<file path="src/rtl/power_pack_pkg.sv">
// power_pack_pkg
// Shared encodings for the power-pack manager: pack modes, per-slot state,
// the RGB332 colour table for each mode and the shield ring constants.
// No ports; imported by power_pack_slot and power_pack_array.
// Optional feature macro used by the top level: POWER_PACK_SHIELD_EN.
package power_pack_pkg;

    typedef enum logic [1:0] {
        MODE_SHRINK = 2'd0,
        MODE_BOOST  = 2'd1,
        MODE_SPEED  = 2'd2,
        MODE_SHIELD = 2'd3
    } pack_mode_e;

    typedef enum logic [1:0] {
        SLOT_IDLE   = 2'd0,
        SLOT_SHOWN  = 2'd1,
        SLOT_ACTIVE = 2'd2
    } slot_state_e;

    // RGB332 colours, one per mode
    localparam logic [7:0] COLOUR_SHRINK = 8'b111_000_00;
    localparam logic [7:0] COLOUR_BOOST  = 8'b000_111_00;
    localparam logic [7:0] COLOUR_SPEED  = 8'b000_000_11;
    localparam logic [7:0] COLOUR_SHIELD = 8'b111_111_00;

    // Ring drawn around the paddle while a SHIELD effect is active
    localparam logic [7:0] SHIELD_RING_COLOUR = 8'b101_100_00;
    localparam int         SHIELD_BORDER      = 4;

    function automatic logic [7:0] mode_colour(input logic [1:0] mode);
        logic [7:0] colour;
        case (pack_mode_e'(mode))
            MODE_SHRINK: colour = COLOUR_SHRINK;
            MODE_BOOST:  colour = COLOUR_BOOST;
            MODE_SPEED:  colour = COLOUR_SPEED;
            default:     colour = COLOUR_SHIELD;
        endcase
        return colour;
    endfunction

endpackage

</file>
<file path="src/rtl/power_pack_slot.sv">
// power_pack_slot
// One power-pack slot: IDLE -> SHOWN -> (ACTIVE) -> IDLE state machine with a
// shared lifetime/effect frame timer, captured position and mode, and the
// combinational bounding-box hit test used by the pixel mux.
// Ports:
//   clk, reset          clock, synchronous active-high reset
//   frame_tick          one pulse per video frame, drives the timer
//   alloc               this slot was chosen for the current spawn
//   eaten               pickup pulse from collision logic
//   randx, randy        position captured on alloc
//   mode_in             rotor value captured on alloc
//   hcount, vcount      current pixel position for the hit test
//   is_idle/is_shown/is_active  decoded state
//   mode                captured mode
//   pos_x, pos_y        position, zero whenever the slot is not SHOWN
//   hit                 SHOWN and the pixel lies inside the pack box
module power_pack_slot
    import power_pack_pkg::*;
#(
    parameter int WIDTH         = 20,
    parameter int HEIGHT        = 20,
    parameter int LIFETIME      = 600,
    parameter int EFFECT_FRAMES = 300,
    parameter int TW            = 10
) (
    input  logic        clk,
    input  logic        reset,
    input  logic        frame_tick,
    input  logic        alloc,
    input  logic        eaten,
    input  logic [10:0] randx,
    input  logic [9:0]  randy,
    input  logic [1:0]  mode_in,
    input  logic [10:0] hcount,
    input  logic [9:0]  vcount,
    output logic        is_idle,
    output logic        is_shown,
    output logic        is_active,
    output logic [1:0]  mode,
    output logic [10:0] pos_x,
    output logic [9:0]  pos_y,
    output logic        hit
);

    slot_state_e   state_q, state_d;
    logic [TW-1:0] timer_q, timer_d;
    logic [10:0]   x_q, x_d;
    logic [9:0]    y_q, y_d;
    logic [1:0]    mode_q, mode_d;

    always_ff @(posedge clk) begin
        if (reset) begin
            state_q <= SLOT_IDLE;
            timer_q <= '0;
            x_q     <= '0;
            y_q     <= '0;
            mode_q  <= '0;
        end else begin
            state_q <= state_d;
            timer_q <= timer_d;
            x_q     <= x_d;
            y_q     <= y_d;
            mode_q  <= mode_d;
        end
    end

    always_comb begin
        state_d = state_q;
        timer_d = timer_q;
        x_d     = x_q;
        y_d     = y_q;
        mode_d  = mode_q;
        case (state_q)
            SLOT_IDLE: begin
                if (alloc) begin
                    state_d = SLOT_SHOWN;
                    timer_d = TW'(LIFETIME);
                    x_d     = randx;
                    y_d     = randy;
                    mode_d  = mode_in;
                end
            end
            SLOT_SHOWN: begin
                // A pickup on the expiring frame still counts as a pickup
                if (eaten) begin
                    state_d = SLOT_ACTIVE;
                    timer_d = TW'(EFFECT_FRAMES);
                    x_d     = '0;
                    y_d     = '0;
                end else if (frame_tick) begin
                    if (timer_q == TW'(1)) begin
                        state_d = SLOT_IDLE;
                        timer_d = '0;
                        x_d     = '0;
                        y_d     = '0;
                    end else begin
                        timer_d = timer_q - TW'(1);
                    end
                end
            end
            SLOT_ACTIVE: begin
                if (frame_tick) begin
                    if (timer_q == TW'(1)) begin
                        state_d = SLOT_IDLE;
                        timer_d = '0;
                    end else begin
                        timer_d = timer_q - TW'(1);
                    end
                end
            end
            default: begin
                state_d = SLOT_IDLE;
                timer_d = '0;
                x_d     = '0;
                y_d     = '0;
            end
        endcase
    end

    // Box edges are widened by one bit so packs near the right/bottom edge
    // never wrap around to the left/top of the screen.
    logic [11:0] x_end;
    logic [10:0] y_end;

    assign x_end = {1'b0, x_q} + 12'(WIDTH);
    assign y_end = {1'b0, y_q} + 11'(HEIGHT);

    assign is_idle   = (state_q == SLOT_IDLE);
    assign is_shown  = (state_q == SLOT_SHOWN);
    assign is_active = (state_q == SLOT_ACTIVE);
    assign mode      = mode_q;
    assign pos_x     = is_shown ? x_q : 11'd0;
    assign pos_y     = is_shown ? y_q : 10'd0;

    assign hit = is_shown
              && (hcount >= x_q) && ({1'b0, hcount} < x_end)
              && (vcount >= y_q) && ({1'b0, vcount} < y_end);

endmodule

</file>
<file path="src/rtl/power_pack_array.sv">
// power_pack_array
// Multi-slot power-up manager for the Pong datapath. Spawns packs into the
// lowest free slot, rotates the mode assigned to each new pack, reports slot
// positions for collision, ORs active effects into active_modes and drives a
// registered RGB332 overlay pixel (lowest slot wins on overlap).
// Optional feature macro: POWER_PACK_SHIELD_EN -- when defined, a border ring
// is drawn around the paddle while a SHIELD effect is active; when undefined,
// the paddle ports are accepted but ignored.
// Ports:
//   clk, reset                 clock, synchronous active-high reset
//   frame_tick                 one pulse per video frame
//   spawn                      request a new pack
//   eaten[NUM_PACKS]           per-slot pickup pulse
//   hcount, vcount             current VGA pixel
//   randx, randy               candidate spawn position
//   paddle_x/y/w/h             paddle rectangle for the shield ring
//   pack_x, pack_y             packed per-slot positions (0 when not SHOWN)
//   shown                      per-slot SHOWN flag
//   active_modes               bit m set while any slot has effect m active
//   rand_req                   pulse after an accepted spawn
//   spawn_drop                 pulse after a spawn with no free slot
//   pixel                      registered overlay colour (1-cycle latency)
module power_pack_array
    import power_pack_pkg::*;
#(
    parameter int NUM_PACKS     = 4,
    parameter int WIDTH         = 20,
    parameter int HEIGHT        = 20,
    parameter int LIFETIME      = 600,
    parameter int EFFECT_FRAMES = 300,
    parameter int TW            = 10
) (
    input  logic                    clk,
    input  logic                    reset,
    input  logic                    frame_tick,
    input  logic                    spawn,
    input  logic [NUM_PACKS-1:0]    eaten,
    input  logic [10:0]             hcount,
    input  logic [9:0]              vcount,
    input  logic [10:0]             randx,
    input  logic [9:0]              randy,
    input  logic [10:0]             paddle_x,
    input  logic [9:0]              paddle_y,
    input  logic [9:0]              paddle_w,
    input  logic [9:0]              paddle_h,
    output logic [NUM_PACKS*11-1:0] pack_x,
    output logic [NUM_PACKS*10-1:0] pack_y,
    output logic [NUM_PACKS-1:0]    shown,
    output logic [3:0]              active_modes,
    output logic                    rand_req,
    output logic                    spawn_drop,
    output logic [7:0]              pixel
);

    logic [NUM_PACKS-1:0] idle_v;
    logic [NUM_PACKS-1:0] active_v;
    logic [NUM_PACKS-1:0] hit_v;
    logic [NUM_PACKS-1:0] grant_v;
    logic [NUM_PACKS-1:0] alloc_v;
    logic [1:0]           mode_v [NUM_PACKS];
    logic [10:0]          x_v    [NUM_PACKS];
    logic [9:0]           y_v    [NUM_PACKS];

    logic [1:0] rotor_q, rotor_d;
    logic       rand_req_q, rand_req_d;
    logic       spawn_drop_q, spawn_drop_d;
    logic [7:0] pixel_q, pixel_d;
    logic       any_idle;
    logic       accept;

    for (genvar g = 0; g < NUM_PACKS; g++) begin : g_slot
        power_pack_slot #(
            .WIDTH         (WIDTH),
            .HEIGHT        (HEIGHT),
            .LIFETIME      (LIFETIME),
            .EFFECT_FRAMES (EFFECT_FRAMES),
            .TW            (TW)
        ) u_slot (
            .clk        (clk),
            .reset      (reset),
            .frame_tick (frame_tick),
            .alloc      (alloc_v[g]),
            .eaten      (eaten[g]),
            .randx      (randx),
            .randy      (randy),
            .mode_in    (rotor_q),
            .hcount     (hcount),
            .vcount     (vcount),
            .is_idle    (idle_v[g]),
            .is_shown   (shown[g]),
            .is_active  (active_v[g]),
            .mode       (mode_v[g]),
            .pos_x      (x_v[g]),
            .pos_y      (y_v[g]),
            .hit        (hit_v[g])
        );

        assign pack_x[g*11 +: 11] = x_v[g];
        assign pack_y[g*10 +: 10] = y_v[g];
    end

    // Lowest-index IDLE slot takes the spawn; at most one grant per cycle
    always_comb begin
        logic found;
        grant_v = '0;
        found   = 1'b0;
        for (int i = 0; i < NUM_PACKS; i++) begin
            if (!found && idle_v[i]) begin
                grant_v[i] = 1'b1;
                found      = 1'b1;
            end
        end
    end

    assign any_idle = |idle_v;
    assign accept   = spawn && any_idle;
    assign alloc_v  = spawn ? grant_v : '0;

    always_comb begin
        rotor_d      = accept ? rotor_q + 2'd1 : rotor_q;
        rand_req_d   = accept;
        spawn_drop_d = spawn && !any_idle;
    end

    always_comb begin
        active_modes = 4'b0000;
        for (int i = 0; i < NUM_PACKS; i++) begin
            if (active_v[i]) begin
                active_modes[mode_v[i]] = 1'b1;
            end
        end
    end

`ifdef POWER_PACK_SHIELD_EN
    // Ring = outer rectangle grown by SHIELD_BORDER on every side, minus the
    // paddle itself. The left/top test is written as h+B >= x to avoid
    // underflow when the paddle touches the screen edge.
    logic [11:0] h_ext, v_ext, px_lo, px_hi, py_lo, py_hi;
    logic        in_outer, in_inner, ring_hit;

    assign h_ext = {1'b0, hcount};
    assign v_ext = {2'b00, vcount};
    assign px_lo = {1'b0, paddle_x};
    assign px_hi = px_lo + {2'b00, paddle_w};
    assign py_lo = {2'b00, paddle_y};
    assign py_hi = py_lo + {2'b00, paddle_h};

    assign in_outer = (h_ext + 12'(SHIELD_BORDER) >= px_lo)
                   && (h_ext < px_hi + 12'(SHIELD_BORDER))
                   && (v_ext + 12'(SHIELD_BORDER) >= py_lo)
                   && (v_ext < py_hi + 12'(SHIELD_BORDER));
    assign in_inner = (h_ext >= px_lo) && (h_ext < px_hi)
                   && (v_ext >= py_lo) && (v_ext < py_hi);
    assign ring_hit = active_modes[MODE_SHIELD] && in_outer && !in_inner;
`else
    logic unused_paddle;
    assign unused_paddle = ^{paddle_x, paddle_y, paddle_w, paddle_h};
`endif

    // Walk from the highest slot down so the lowest hitting slot is applied last
    always_comb begin
        pixel_d = 8'h00;
`ifdef POWER_PACK_SHIELD_EN
        if (ring_hit) begin
            pixel_d = SHIELD_RING_COLOUR;
        end
`endif
        for (int i = NUM_PACKS - 1; i >= 0; i--) begin
            if (hit_v[i]) begin
                pixel_d = mode_colour(mode_v[i]);
            end
        end
    end

    always_ff @(posedge clk) begin
        if (reset) begin
            rotor_q      <= '0;
            rand_req_q   <= 1'b0;
            spawn_drop_q <= 1'b0;
            pixel_q      <= '0;
        end else begin
            rotor_q      <= rotor_d;
            rand_req_q   <= rand_req_d;
            spawn_drop_q <= spawn_drop_d;
            pixel_q      <= pixel_d;
        end
    end

    assign rand_req   = rand_req_q;
    assign spawn_drop = spawn_drop_q;
    assign pixel      = pixel_q;

endmodule

</file>
<file path="config.mk">
export PLATFORM = sky130hd
export DESIGN_NAME = power_pack_array
export DESIGN_NICKNAME = d
export VERILOG_FILES = /design/src/rtl/power_pack_pkg.sv /design/src/rtl/power_pack_slot.sv /design/src/rtl/power_pack_array.sv
export SDC_FILE = /design/constraint.sdc
export NUM_CORES = 1
export LEC_CHECK = 0
export ABC_AREA = 1
export ABC_CLOCK_PERIOD_IN_PS = 4900
export CORE_AREA = 3 3 159 176
export DETAILED_ROUTE_END_ITERATION = 10
export DIE_AREA = 0 0 162 179
export PLACE_DENSITY = 0.75
export SYNTH_ARGS = -nofsm -noshare
export SYNTH_HDL_FRONTEND = slang
export SYNTH_HIERARCHICAL = 1
export SYNTH_SLANG_ARGS = --single-unit
</file>
<file path="constraint.sdc">
create_clock -name clk -period 4.9 [get_ports clk]
set_input_delay 0.98 -clock clk [delete_from_list [all_inputs] [get_ports clk]]
set_output_delay 0.98 -clock clk [all_outputs]
set_load 0.01 [all_outputs]
</file>
After elaboration in Yosys (flattened, before gate mapping) --
Cells that the tools add are included.
Word-level totals: flip-flop bits (word level) 152, latch bits 0, memory bits (writable) 0, memory bits (read-only) 0, bits of input ports 91, output and inout port bits 102, memories 0
Cells by class: add/sub/neg operators 13, $mul 0, div/mod/pow operators 0, order comparisons 24, equal/unequal tests 32, shifts and indexed selects 0, multiplexer cells 115, bitwise gates (word level) 7, reduce and logical (&&, ||, !) cells 46
Operators by type and width (number):
- 10-bit two-way mux | 36
- 10-bit case mux with 3 select lines | 8
- 11-bit two-way mux | 20
- 11-bit case mux with 3 select lines | 4
- 8-bit case mux with 3 select lines | 4
- 11-bit by 5-bit adder with 12-bit output, second input constant | 4
- 11-bit by 12-bit less-than comparator with 1-bit output | 4
- 10-bit by 5-bit adder with 11-bit output, second input constant | 4
- 11-bit greater-or-equal comparator | 4
- 10-bit by 11-bit less-than comparator with 1-bit output | 4
- 10-bit by 1-bit equality test with 1-bit output, second input constant | 4
- 10-bit greater-or-equal comparator | 4
- 10-bit by 1-bit subtractor with 10-bit output, second input constant | 4
- 2-bit two-way mux | 16
- 8-bit two-way mux | 4
- 1-bit logical AND | 25
- 3-bit != test, second input constant | 8
- 2-bit case mux with 3 select lines | 4
- 4-bit two-way mux | 5
- 2-bit by 1-bit equality test with 1-bit output, second input constant | 8
- 2-bit equality test, second input constant | 8
- 2-bit logical NOT | 8
- 4-bit AND reduction | 4
- 2-bit by 3-bit less-than comparator with 1-bit output, second input constant | 4
- 10 further kinds | 39

Longest topological paths before layout --
depth in word-level cells 14, depth in mapped cells 19, gate-level depth less buffers 19

Hierarchy --
The synthesis kept the hierarchy.
Modules (own cells, without submodules):
- power_pack_slot (g_slot[1].u_slot ...) | instances 2, cells an instance 475, area each 3412.0 µm²
- power_pack_slot (g_slot[0].u_slot ...) | instances 2, cells an instance 506, area each 3360.7 µm²
- power_pack_array | instances 1, cells an instance 114, area each 803.3 µm²

Worst setup path before layout --
Ideal clock, no wire load.
path kind in2reg, start point input spawn, end point register g_slot[2].u_slot.y_q[6], setup time 0.139 ns, data arrival time 2.268 ns, data required time 4.761 ns, setup slack 2.493 ns, stages 11, cells stage by stage buf_4 -> inv_1 -> nor4_1 -> inv_1 -> nand2_2 -> nand2_4 -> o21ai_4 -> nand2_4 -> buf_6 -> nand2_2 -> a21oi_2
Between the ends: cells in the longest elaborated chain, start to end 3
RTL lines:
- from (decl) | line power_pack_array.sv:36 | input logic spawn,
- 4-bit two-way mux | line power_pack_array.sv:117 | assign alloc_v = spawn ? grant_v : '0;
- named net alloc_v[2] | line power_pack_array.sv:59 | logic [NUM_PACKS-1:0] alloc_v;
- 2-bit != test (no line)
- 4-bit AND reduction (no line)
- to (signal assigned) | line power_pack_slot.sv:62 | y_q <= y_d;
- to (decl) | line power_pack_slot.sv:48 | logic [9:0] y_q, y_d;
The timed path passes the listed nets, and every way through them passes these cells. A chain may end at the register's enable or synchronous reset.

Worst setup path in the final report --
start point register g_slot[3].u_slot.state_q[0], end point output pack_y[33]
Between the ends: cells in the longest elaborated chain, start to end 2
RTL lines:
- from (decl) | line power_pack_slot.sv:45 | slot_state_e state_q, state_d;
- from (signal assigned) | line power_pack_slot.sv:59 | state_q <= state_d;
- 2-bit by 1-bit equality test with 1-bit output | line power_pack_slot.sv:129 | assign is_shown = (state_q == SLOT_SHOWN);
- 10-bit two-way mux | line power_pack_slot.sv:133 | assign pos_y = is_shown ? y_q : 10'd0;
- to (decl) | line power_pack_array.sv:47 | output logic [NUM_PACKS*10-1:0] pack_y,
No other way between the ends.

==> results.toml <==
[status]
status = "finished, final reports clean"

[critical_path]
cp-start-kind = "register"
path_max_fanout = 22
crit_path_end_kind = "output port"
slowest_stage = "clkdlybuf4s50_1"
arrival_ps = 2660
worstPathRequired_ps = 3920
cp_cell_sequence = "inv_2 -> nor2_1 -> inv_1 -> nor2_1 -> clkdlybuf4s50_1"
critPathMaxStageDelay_ps = 590
cpMostUsedCell = "nor2_1"
critical_path_class = "reg2out"

[synth]
synth_ff_type = "dfxtp_1"
yosys_register_bits = 147
async_flop_share = 0
yosys_warnings = 6
synth_area_um2 = 14300
synth_edf_count = 0
ys_seq_area_frac = 0.205
yosysUniqueCellTypes = 44
avgSynthCellArea_um2 = 6.91
netlist_instances = 2076
syn_nets = 2353

[power]
power_uw = 5500
p_per_area_nw_per_um2 = 335
leakagePower_uw = 0.00722
max-vdd-ir-drop_mv = 0.276

[grt]
grt_pass1_vias = 12723
use_met2 = 0.470
gr-usage-met1 = 0.297
grt_pass1_wl_um = 60600
antenna_found_initial = 1
use_met3 = 0.0337
top_usage_layer = "met2"
gr-total-overflow = 0
track_usage = 0.256
grt_max_degree = 109

[timing]
rsz0062_at_grt = "no"
maxSlewViolCount = 0
finalClockSkew_ps = 8.73
finalSetupTns_ps = 0
setup_ws_ps = 1260
setup_violations = 0
fin_crit_sh = 0.742
max-slew-margin-rel = 0.299
hold_violations = 0
finalCriticalPeriod_ps = 3640
max_freq_ghz = 0.275
worst_pin_slew_ps = 1050

[detailed_routing]
num_vias = 13256
firstDrtPassIters = 5
ant_nets = 0
wirelength_um = 37400
drt_iter0_markers = 814
wl_per_cell_um = 14.7
viasPerCell = 5.21
drc = 0

[finish]
final_cell_mix = "nand2_1, nor2_1, inv_1"
layout-drive-gt1-share = 0.126
nets = 2456
area_growth_pct = 14.4
n_fill_cell = 2375
final_common_cell = "nand2_1"

[clock_tree]
path_clk_slew_ps = 60
cts_root_buf = "clkbuf_16"
cts_resized = 0
numCtsBuffers = 17
clock_sinks = 147
clk_latency_ps = 420
cts_setup_buffers = 0
clk_path_buf_depth = 2
cts_tree = "yes"
postCtsHoldBufs = 0
ctsHtreeMaxLevel = 4

[worst_hold_path]
hp-class = "reg2reg"

[floorplan]
start_util = 0.547
die-area_um2 = 29000
core_area_um2 = 26200
ios = 193
die_h_um = 179
rows = 62
die_w_um = 162

[placed_design]
gp_congestion = 0.933
dp_hpwl_um = 29400
dp_slack_ps = 981
portBuffers = 151

[flow_run]
maxCapViolCount = 0
==> worst paths after layout <==
| kind | slack, ps | cells past startpoint | from | to |
|---|---|---|---|---|
| setup / recovery | 1260 | 5 | g_slot[3].u_slot/state_q[0] | pack_y[33] |
| hold reg to reg | 460 | 2 | g_slot[3].u_slot/timer_q[5] | g_slot[3].u_slot/timer_q[5] |
| hold / removal | 460 | 2 | g_slot[3].u_slot/timer_q[5] | g_slot[3].u_slot/timer_q[5] |
| setup reg to reg | 1670 | 10 | g_slot[2].u_slot/state_q[0] | g_slot[2].u_slot/x_q[6] |
==> worst max-delay path: cells and delay by family (launching register included) <==
kind / cells / cell delay [ps]
flip-flops: 1 / 560
AND/OR/NAND/NOR: 2 / 590
buffers and inverters: 3 / 1080
==> synthesized netlist by cell type, types with 4 or more instances <==
library cell    n  area, µm²
buf_12          4       80.1
a21o_1         10       75.1
a21oi_2        27        236
o21bai_1        6       45.0
o21ai_0        45        225
nor2_1        264        991
nand2_1       468       1760
ha_1          186       2330
nor2_4          7       78.8
inv_1         238        893
nand4_1        24        150
dfxtp_1       147       2940
nand3_2         4       40.0
nand3b_1       50        375
buf_1           6       22.5
nand2_4        47        529
buf_2          10       50.1
inv_2          14       52.6
clkinv_1        4       15.0
nor3_1         26        130
nor2_8          8        160
xor2_1         73        639
buf_4           8       60.1
a21oi_1       123        616
o21ai_2        42        368
nand3_1        75        375
nor2_2         54        338
o21a_1          6       45.0
clkbuf_1       22       82.6
nand2_2        29        181
o21ai_1         8       40.0
buf_6          20        225
==> state kept, by name, indices dropped and copies added, names as in the netlist <==
| name | cells |
|---|---|
| g_slot.u_slot/mode | 8 |
| g_slot.u_slot/state_q | 8 |
| g_slot.u_slot/timer_q | 40 |
| g_slot.u_slot/x_q | 44 |
| g_slot.u_slot/y_q | 40 |
| pixel | 3 |
| rand_req | 1 |
| rotor_q | 2 |
| spawn_drop | 1 |
==> report_power, final <==
part	internal, µW	leakage, µW	total (µW)	switching (µW)
sequential	1390	0.00120	1630	239
combinational	965	0.00574	2510	1550
clock	831	0.000286	1350	524
==> routing by layer <==
layer / routed length (µm) / vias to the layer above / share of wire
li1: - / 6833 / -
met1: 15700 / 6076 / 0.42
met2: 18700 / 273 / 0.50
met3: 1530 / 74 / 0.041
met4: 1370 / 0 / 0.037
met5: 0 / - / 0
==> area by class of cell <==
cell class	instances	area (µm²)	share of cell area
well taps	352	440	0.0268
flip-flops and latches	147	2940	0.179
inverters	260	996	0.0607
clock inverters	11	151	0.00922
multi-input cells	1599	9890	0.602
clock buffers	21	460	0.0280
repair buffers	154	1540	0.0935
diodes	2	5.00	0.000305
==> cells by family (layout without fill, tap and decap cells) <==
| logic type | Yosys count | count (layout) | synth area share |
|---|---|---|---|
| DFF | 147 | 147 | 0.205 |
| AOI/OAI and AO/OA | 276 | 276 | 0.122 |
| xor gates and xnor gates | 73 | 73 | 0.0446 |
| adders and majority gates | 186 | 186 | 0.162 |
| other | 0 | 2 | 0 |
| and+or+nand+nor | 1064 | 1064 | 0.361 |
| buffers and inverters | 330 | 446 | 0.106 |
==> metrics by stage <==
stage	utilization	hold WS [ps]	cells	cell area [µm²]
4_1_cts	0.626	470	2544	16400
6_report	0.626	464	2546	16400
3_5_place_dp	0.603	459	2512	15800
5_1_grt	0.626	485	2544	16400
2_1_floorplan	-	444	2076	14300
3_3_place_gp	0.603	454	2512	15800
(Power assumes the default switching activity.)
